**config.mk**
```make
export PLATFORM = sky130hd
export DESIGN_NAME = sw_adder_display_flat
export DESIGN_NICKNAME = d
export VERILOG_FILES = /design/src/rtl/sw_adder_display_if.sv /design/src/rtl/sw_adder_display.sv /design/src/flat_wrapper.sv
export SDC_FILE = /design/constraint.sdc
export NUM_CORES = 1
export LEC_CHECK = 0
export ABC_AREA = 0
export CAP_MARGIN = 0
export CORE_ASPECT_RATIO = 0.5
export CORE_MARGIN = 8
export CORE_UTILIZATION = 35
export DETAILED_ROUTE_END_ITERATION = 8
export MAX_ROUTING_LAYER = met4
export PLACE_DENSITY_LB_ADDON = 0.12
export SLEW_MARGIN = 20
export SYNTH_ARGS = -nofsm -noshare
export SYNTH_HDL_FRONTEND = slang
export SYNTH_SLANG_ARGS = --single-unit
```
**constraint.sdc**
```tcl
create_clock -name CLOCK_50 -period 3.26 [get_ports CLOCK_50]
set_input_delay 0.489 -clock CLOCK_50 [delete_from_list [all_inputs] [get_ports CLOCK_50]]
set_output_delay 0.489 -clock CLOCK_50 [all_outputs]
set_load 0.005 [all_outputs]
```
**src/rtl/sw_adder_display_if.sv**
```systemverilog
// Switch-adder display bus: operands and control in, result, flags and
// active-low seven-segment digits out.
interface sw_adder_display_if #(
  parameter int WIDTH  = 4,
  parameter int DIGITS = 2
);
  logic [WIDTH-1:0]    A;
  logic [WIDTH-1:0]    B;
  logic                CIN;
  logic [1:0]          MODE;
  logic                START;
  logic [WIDTH:0]      SUM;
  logic                OVF;
  logic                BUSY;
  logic                DONE;
  logic [7*DIGITS-1:0] HEX;

  // Switch/button side drives operands and control.
  modport master (
    output A, B, CIN, MODE, START,
    input  SUM, OVF, BUSY, DONE, HEX
  );

  // Adder/display core.
  modport slave (
    input  A, B, CIN, MODE, START,
    output SUM, OVF, BUSY, DONE, HEX
  );
endinterface

```
**src/rtl/sw_adder_display.sv**
```systemverilog
// Switch adder with decimal seven-segment readout.
// A START rising edge adds, accumulates or clears the result register, then
// an iterative double-dabble converts the result to BCD one bit per clock;
// the display is refreshed with leading zeros blanked once conversion ends.
module sw_adder_display #(
  parameter int WIDTH  = 4,
  parameter int DIGITS = 2
) (
  input  logic              CLOCK_50,
  input  logic              RESET,
  sw_adder_display_if.slave bus
);

  localparam int SW = WIDTH + 1;          // result width
  localparam int BW = 4 * DIGITS;         // packed BCD width
  localparam int CW = $clog2(SW + 1);     // conversion step counter width
  localparam logic [CW-1:0] LAST_STEP = CW'(WIDTH);
  // Digit 0 shows "0", every higher digit is blank (all segments off).
  localparam logic [7*DIGITS-1:0] HEX_RESET = ~((7*DIGITS)'(7'b0111111));

  typedef enum logic {
    IDLE,
    CONVERT
  } state_t;

  // Active-low gfedcba pattern for one decimal digit; anything else is blank.
  function automatic logic [6:0] f_seg7(input logic [3:0] digit);
    case (digit)
      4'd0:    f_seg7 = 7'b1000000;
      4'd1:    f_seg7 = 7'b1111001;
      4'd2:    f_seg7 = 7'b0100100;
      4'd3:    f_seg7 = 7'b0110000;
      4'd4:    f_seg7 = 7'b0011001;
      4'd5:    f_seg7 = 7'b0010010;
      4'd6:    f_seg7 = 7'b0000010;
      4'd7:    f_seg7 = 7'b1111000;
      4'd8:    f_seg7 = 7'b0000000;
      4'd9:    f_seg7 = 7'b0010000;
      default: f_seg7 = 7'b1111111;
    endcase
  endfunction

  state_t              r_state;
  logic                r_start_q;
  logic [SW-1:0]       r_sum;
  logic                r_ovf;
  logic                r_busy;
  logic                r_done;
  logic [7*DIGITS-1:0] r_hex;
  logic [SW-1:0]       r_bin;    // binary bits still to be shifted into BCD
  logic [BW-1:0]       r_bcd;    // partial BCD result
  logic [CW-1:0]       r_step;   // conversion steps already completed

  logic                w_edge;
  logic [SW-1:0]       w_add_sum;
  logic [SW:0]         w_acc_true;
  logic [BW-1:0]       w_bcd_adj;
  logic [BW+SW-1:0]    w_shift;
  logic [BW-1:0]       w_bcd_next;
  logic [SW-1:0]       w_bin_next;
  logic [7*DIGITS-1:0] w_hex_next;

  assign w_edge = bus.START & ~r_start_q;

  // A + B + CIN always fits in WIDTH+1 bits; the accumulate path keeps one
  // extra bit so the true sum can be tested for overflow.
  assign w_add_sum  = SW'(bus.A) + SW'(bus.B) + SW'(bus.CIN);
  assign w_acc_true = (SW+1)'(r_sum) + (SW+1)'(bus.A) + (SW+1)'(bus.CIN);

  // One double-dabble step: add 3 to every digit >= 5, then shift the
  // BCD/binary pair left by one bit.
  always_comb begin
    // NOTE: every combinational output gets a default before any condition so no latch is inferred.
    w_bcd_adj = r_bcd;
    for (int i = 0; i < DIGITS; i++) begin
      if (r_bcd[4*i +: 4] >= 4'd5) begin
        w_bcd_adj[4*i +: 4] = r_bcd[4*i +: 4] + 4'd3;
      end
    end
    w_shift    = {w_bcd_adj, r_bin} << 1;
    w_bcd_next = w_shift[BW+SW-1:SW];
    w_bin_next = w_shift[SW-1:0];
  end

  // Segment encode of the BCD value produced by the current step, blanking
  // zeros above the most significant non-zero digit (digit 0 always shown).
  always_comb begin
    logic lead_zero;
    w_hex_next = '1;
    lead_zero  = 1'b1;
    for (int i = DIGITS - 1; i >= 0; i--) begin
      if (w_bcd_next[4*i +: 4] != 4'd0) begin
        lead_zero = 1'b0;
      end
      if (i == 0 || !lead_zero) begin
        w_hex_next[7*i +: 7] = f_seg7(w_bcd_next[4*i +: 4]);
      end
    end
  end

  // Control FSM: START edge capture, operation, conversion and display update.
  always_ff @(posedge CLOCK_50) begin
    if (RESET) begin
      r_state   <= IDLE;
      // START_q comes out of reset high so a button held through reset
      // does not look like a fresh press.
      r_start_q <= 1'b1;
      r_sum     <= '0;
      r_ovf     <= 1'b0;
      r_busy    <= 1'b0;
      r_done    <= 1'b0;
      r_hex     <= HEX_RESET;
      r_bin     <= '0;
      r_bcd     <= '0;
      r_step    <= '0;
    end else begin
      // NOTE: non-blocking assignments so every register samples pre-edge values.
      r_start_q <= bus.START;
      r_done    <= 1'b0;
      case (r_state)
        IDLE: begin
          if (w_edge) begin
            unique case (bus.MODE)
              2'b01: begin
                r_sum <= w_acc_true[SW-1:0];
                r_bin <= w_acc_true[SW-1:0];
                if (w_acc_true[SW]) begin
                  r_ovf <= 1'b1;
                end
              end
              2'b11: begin
                r_sum <= '0;
                r_bin <= '0;
                r_ovf <= 1'b0;
              end
              default: begin
                r_sum <= w_add_sum;
                r_bin <= w_add_sum;
              end
            endcase
            r_bcd   <= '0;
            r_step  <= '0;
            r_busy  <= 1'b1;
            r_state <= CONVERT;
          end
        end
        CONVERT: begin
          r_bcd  <= w_bcd_next;
          r_bin  <= w_bin_next;
          r_step <= r_step + CW'(1);
          if (r_step == LAST_STEP) begin
            r_hex   <= w_hex_next;
            r_done  <= 1'b1;
            r_busy  <= 1'b0;
            r_state <= IDLE;
          end
        end
        default: r_state <= IDLE;
      endcase
    end
  end

  assign bus.SUM  = r_sum;
  assign bus.OVF  = r_ovf;
  assign bus.BUSY = r_busy;
  assign bus.DONE = r_done;
  assign bus.HEX  = r_hex;

endmodule

```
**src/flat_wrapper.sv**
```systemverilog
// flat-port wrapper written by rule: the top's interface ports become plain ports
module sw_adder_display_flat 
#(
  parameter int WIDTH  = 4,
  parameter int DIGITS = 2
)
  (CLOCK_50, RESET, bus_A, bus_B, bus_CIN, bus_MODE, bus_START, bus_SUM, bus_OVF, bus_BUSY, bus_DONE, bus_HEX);
  sw_adder_display_if #(.WIDTH(WIDTH), .DIGITS(DIGITS)) bus_i ();
  input  logic CLOCK_50;
  input  logic RESET;
  input wire logic [$bits(bus_i.A)-1:0] bus_A;
  input wire logic [$bits(bus_i.B)-1:0] bus_B;
  input wire logic [$bits(bus_i.CIN)-1:0] bus_CIN;
  input wire logic [$bits(bus_i.MODE)-1:0] bus_MODE;
  input wire logic [$bits(bus_i.START)-1:0] bus_START;
  output wire logic [$bits(bus_i.SUM)-1:0] bus_SUM;
  output wire logic [$bits(bus_i.OVF)-1:0] bus_OVF;
  output wire logic [$bits(bus_i.BUSY)-1:0] bus_BUSY;
  output wire logic [$bits(bus_i.DONE)-1:0] bus_DONE;
  output wire logic [$bits(bus_i.HEX)-1:0] bus_HEX;
  assign bus_i.A = bus_A;
  assign bus_i.B = bus_B;
  assign bus_i.CIN = bus_CIN;
  assign bus_i.MODE = bus_MODE;
  assign bus_i.START = bus_START;
  assign bus_SUM = bus_i.SUM;
  assign bus_OVF = bus_i.OVF;
  assign bus_BUSY = bus_i.BUSY;
  assign bus_DONE = bus_i.DONE;
  assign bus_HEX = bus_i.HEX;
  sw_adder_display #(.WIDTH(WIDTH), .DIGITS(DIGITS)) u_core (.CLOCK_50(CLOCK_50), .RESET(RESET), .bus(bus_i));
endmodule
```
==> flow_summary.json <==
{
  "clock-sinks": 40,
  "postCtsSetupRepairBufs": 0,
  "placed_cell_area_um2": 2860,
  "rsz0062_at_grt": "false",
  "diodes": 0,
  "grt_pass1_vias": 2171,
  "stdcell_count": 410,
  "dominantRegCellSynth": "dfxtp_1",
  "reg2reg_to": "u_core.bus.HEX[9]",
  "via_per_inst": 5.17,
  "power.density_nw_per_um2": 399,
  "critPathMostFrequentCell": "fa_1",
  "min_period_ns": 2.47,
  "hold_path.startpoint": "u_core.bus.HEX[4]",
  "yosysUniqueCellTypes": 58,
  "syn_area_um2": 2410,
  "ys_ff_latch": 40,
  "total_power_mw": 1.21,
  "port_buffers": 35,
  "dieWidth_um": 133,
  "worst_ep_arrival_time_ns": 2.63,
  "fin_nets": 357,
  "grt-ovfl-total": 0,
  "cts_buffers": 5,
  "wl_mm": 5.70,
  "dr_wl_met2_mm": 2.66,
  "tightest_slew_ns": 0.670,
  "crit_start": "bus_CIN",
  "highest_layer": "met4",
  "avgSynthCellArea_um2": 8.54,
  "final_util": 0.456,
  "core_um2": 6670,
  "setup-tns-final_ns": 0,
  "cp-start-kind": "input port",
  "area_delta_synth_final_pct": 26.3,
  "clock_path_buffers": 2,
  "dieArea_um2": 9950,
  "synth_nets": 322,
  "path_buf_inv": 1,
  "firstDrtPassIters": 4,
  "met1_length_mm": 2.66,
  "finalHoldViolations": 0,
  "worstPathRequired_ns": 3.43,
  "drc": 0,
  "cp_num_cells": 8,
  "crit_family": "adder cells",
  "fillerInstances": 665,
  "h-tree-depth": 2,
  "cts_tree": "yes",
  "ys_seq_area_frac": 0.332,
  "ant_nets": 0,
  "wl_met3_um": 277,
  "synth_warnings": 0,
  "worstSetupEndpoint": "u_core.r_bin[4]",
  "synth_area_leaders": "dfxtp_1, ha_1, nor2_1",
  "cpPeakStageDelay_ns": 0.47,
  "chipHeight_um": 74.7,
  "min_path_type": "reg2reg",
  "post-route-period-util": 0.757,
  "fin_skew_ns": 0.00620,
  "antenna_found_initial": 0,
  "grt_usage": 0.126,
  "synthArstFlopShare": 0,
  "status": "complete, no violations",
  "clkLatencyLatePin_ns": 0.28,
  "crit_slowest_cell": "clkdlybuf4s50_1",
  "finalMaxSlewViolations": 0,
  "crit_path_end_kind": "flip-flop",
  "synth_edf_count": 0,
  "root_buffer": "clkbuf_16",
  "crit_fanout": 2,
  "maxCapViolations": 0,
  "worst_slack_ns": 0.793,
  "grt_pass1_wl_mm": 10.1,
  "wl_per_cell_um": 13.9,
  "yosys.area.top_type_share": 0.332,
  "cts_hold_buf": 0,
  "drtIter0Drc": 95,
  "peakVddDrop_mv": 0.168,
  "gp_congestion": 0.849,
  "p_leak_nw": 1.18,
  "path_clk_slew_ns": 0.06,
  "r2r-start": "u_core.r_bcd[5]",
  "start_util": 0.361,
  "fin_hold_ws_ns": 0.463,
  "pin_count": 36,
  "dpl_worst_slack_ns": 0.520,
  "ff2ff_setup_slack_ns": 0.96,
  "synth_top_area_cell": "dfxtp_1",
  "crit_path_cell_trace": "clkdlybuf4s50_1 -> fa_1 -> fa_1 -> a21o_1 -> a21oi_1 -> xor2_1 -> o32a_1 -> o21ai_0",
  "dp_cells": 402,
  "final_area_um2": 3040,
  "vias": 2120,
  "reg2regPathDepth": 10,
  "layout-drive-gt1-share": 0.0881,
  "maxSlewHeadroom": 0.553,
  "num_rows": 21,
  "grt_max_degree": 21,
  "finalSetupViolations": 0,
  "syn_inst": 282,
  "cts-resized-gates": 0,
  "fmax_mhz": 405,
  "hpwl_mm": 4.27,
  "crit_type": "in2reg"
}
## power breakdown
part           internal (mW)  switching, mW
clock network          0.383          0.198
registers              0.498         0.0103
logic                 0.0613         0.0623
total                  0.942          0.271
## per-layer routing
layer	global-route usage	vias to the layer above
met5	-	-
met4	0.0518	0
met3	0.0306	8
met2	0.220	44
met1	0.140	999
li1	-	1069
## cell type report
type,count,area (um^2),share of cell area
timing repair buffer,42,403,0.132
clock inverter,2,38.8,0.0128
sequential,40,801,0.263
clock buffer,6,139,0.0457
inverter,18,67.6,0.0222
tap,92,115,0.0378
multi-input combinational,210,1480,0.486
## Yosys cell counts, drive strengths merged, types with 3 or more instances
cell type,count
or3,4
o22a,7
dfxtp,40
ha,22
nor4,5
a21oi,26
a31oi,3
buf,3
inv,18
fa,4
clkbuf,11
a211oi,9
a21o,5
nor2,39
nand2,16
mux2i,3
o21ai,10
nand2b,7
xnor2,5
a22oi,3
nor3,9
## flip-flops by register name, indices dropped and copies added (netlist names)
signal,cells
u_core.r_bcd,8
u_core.r_step,3
u_core.bus.OVF,1
u_core.r_start_q,1
u_core.bus.SUM,5
u_core.bus.HEX,14
u_core.bus.DONE,1
u_core.r_bin,5
u_core.r_state,1
u_core.bus.BUSY,1
## worst min path at each step
stage	to	slack [ns]	depth (start not counted)
floorplan	u_core.r_bin[2]	0.43	2
finish	u_core.bus.HEX[4]	0.46	1
detailed placement	u_core.r_bin[2]	0.45	2
global route	u_core.r_bin[2]	0.50	2
CTS	u_core.r_bin[2]	0.46	2
global placement	u_core.bus.HEX[1]	0.45	1
## worst register-to-register path, stage by stage, from the launching register on
cell       delay [ns]
dfxtp_1          0.35
inv_1            0.08
ha_1             0.20
nand2b_1         0.17
a211oi_1         0.31
nor2_1           0.17
inv_1            0.13
ha_1             0.22
o21ai_0          0.13
a2bb2oi_2        0.30
o22a_1           0.19
## placed cells by master, fill, tap and decap left out, types with 8 or more instances in the layout
| cell type | count |
|---|---|
| a21oi_1 | 25 |
| inv_1 | 17 |
| nor2_1 | 38 |
| ha_1 | 22 |
| o21ai_0 | 9 |
| nand2_1 | 16 |
| nor3_1 | 9 |
| dfxtp_1 | 40 |
| clkdlybuf4s50_1 | 35 |
| a211oi_1 | 8 |
## logic make-up (layout without fill, tap and decap cells)
family	after synthesis	in the layout	share of synthesized area
DFF	40	40	0.332
buffers and inverters	32	68	0.0540
xor gates and xnor gates	7	7	0.0286
and+or+nand+nor	93	93	0.187
adders and majority gates	26	26	0.148
AOI/OAI and AO/OA	80	80	0.233
muxes	4	4	0.0171
Note: power is estimated with default switching activity, not from simulation.
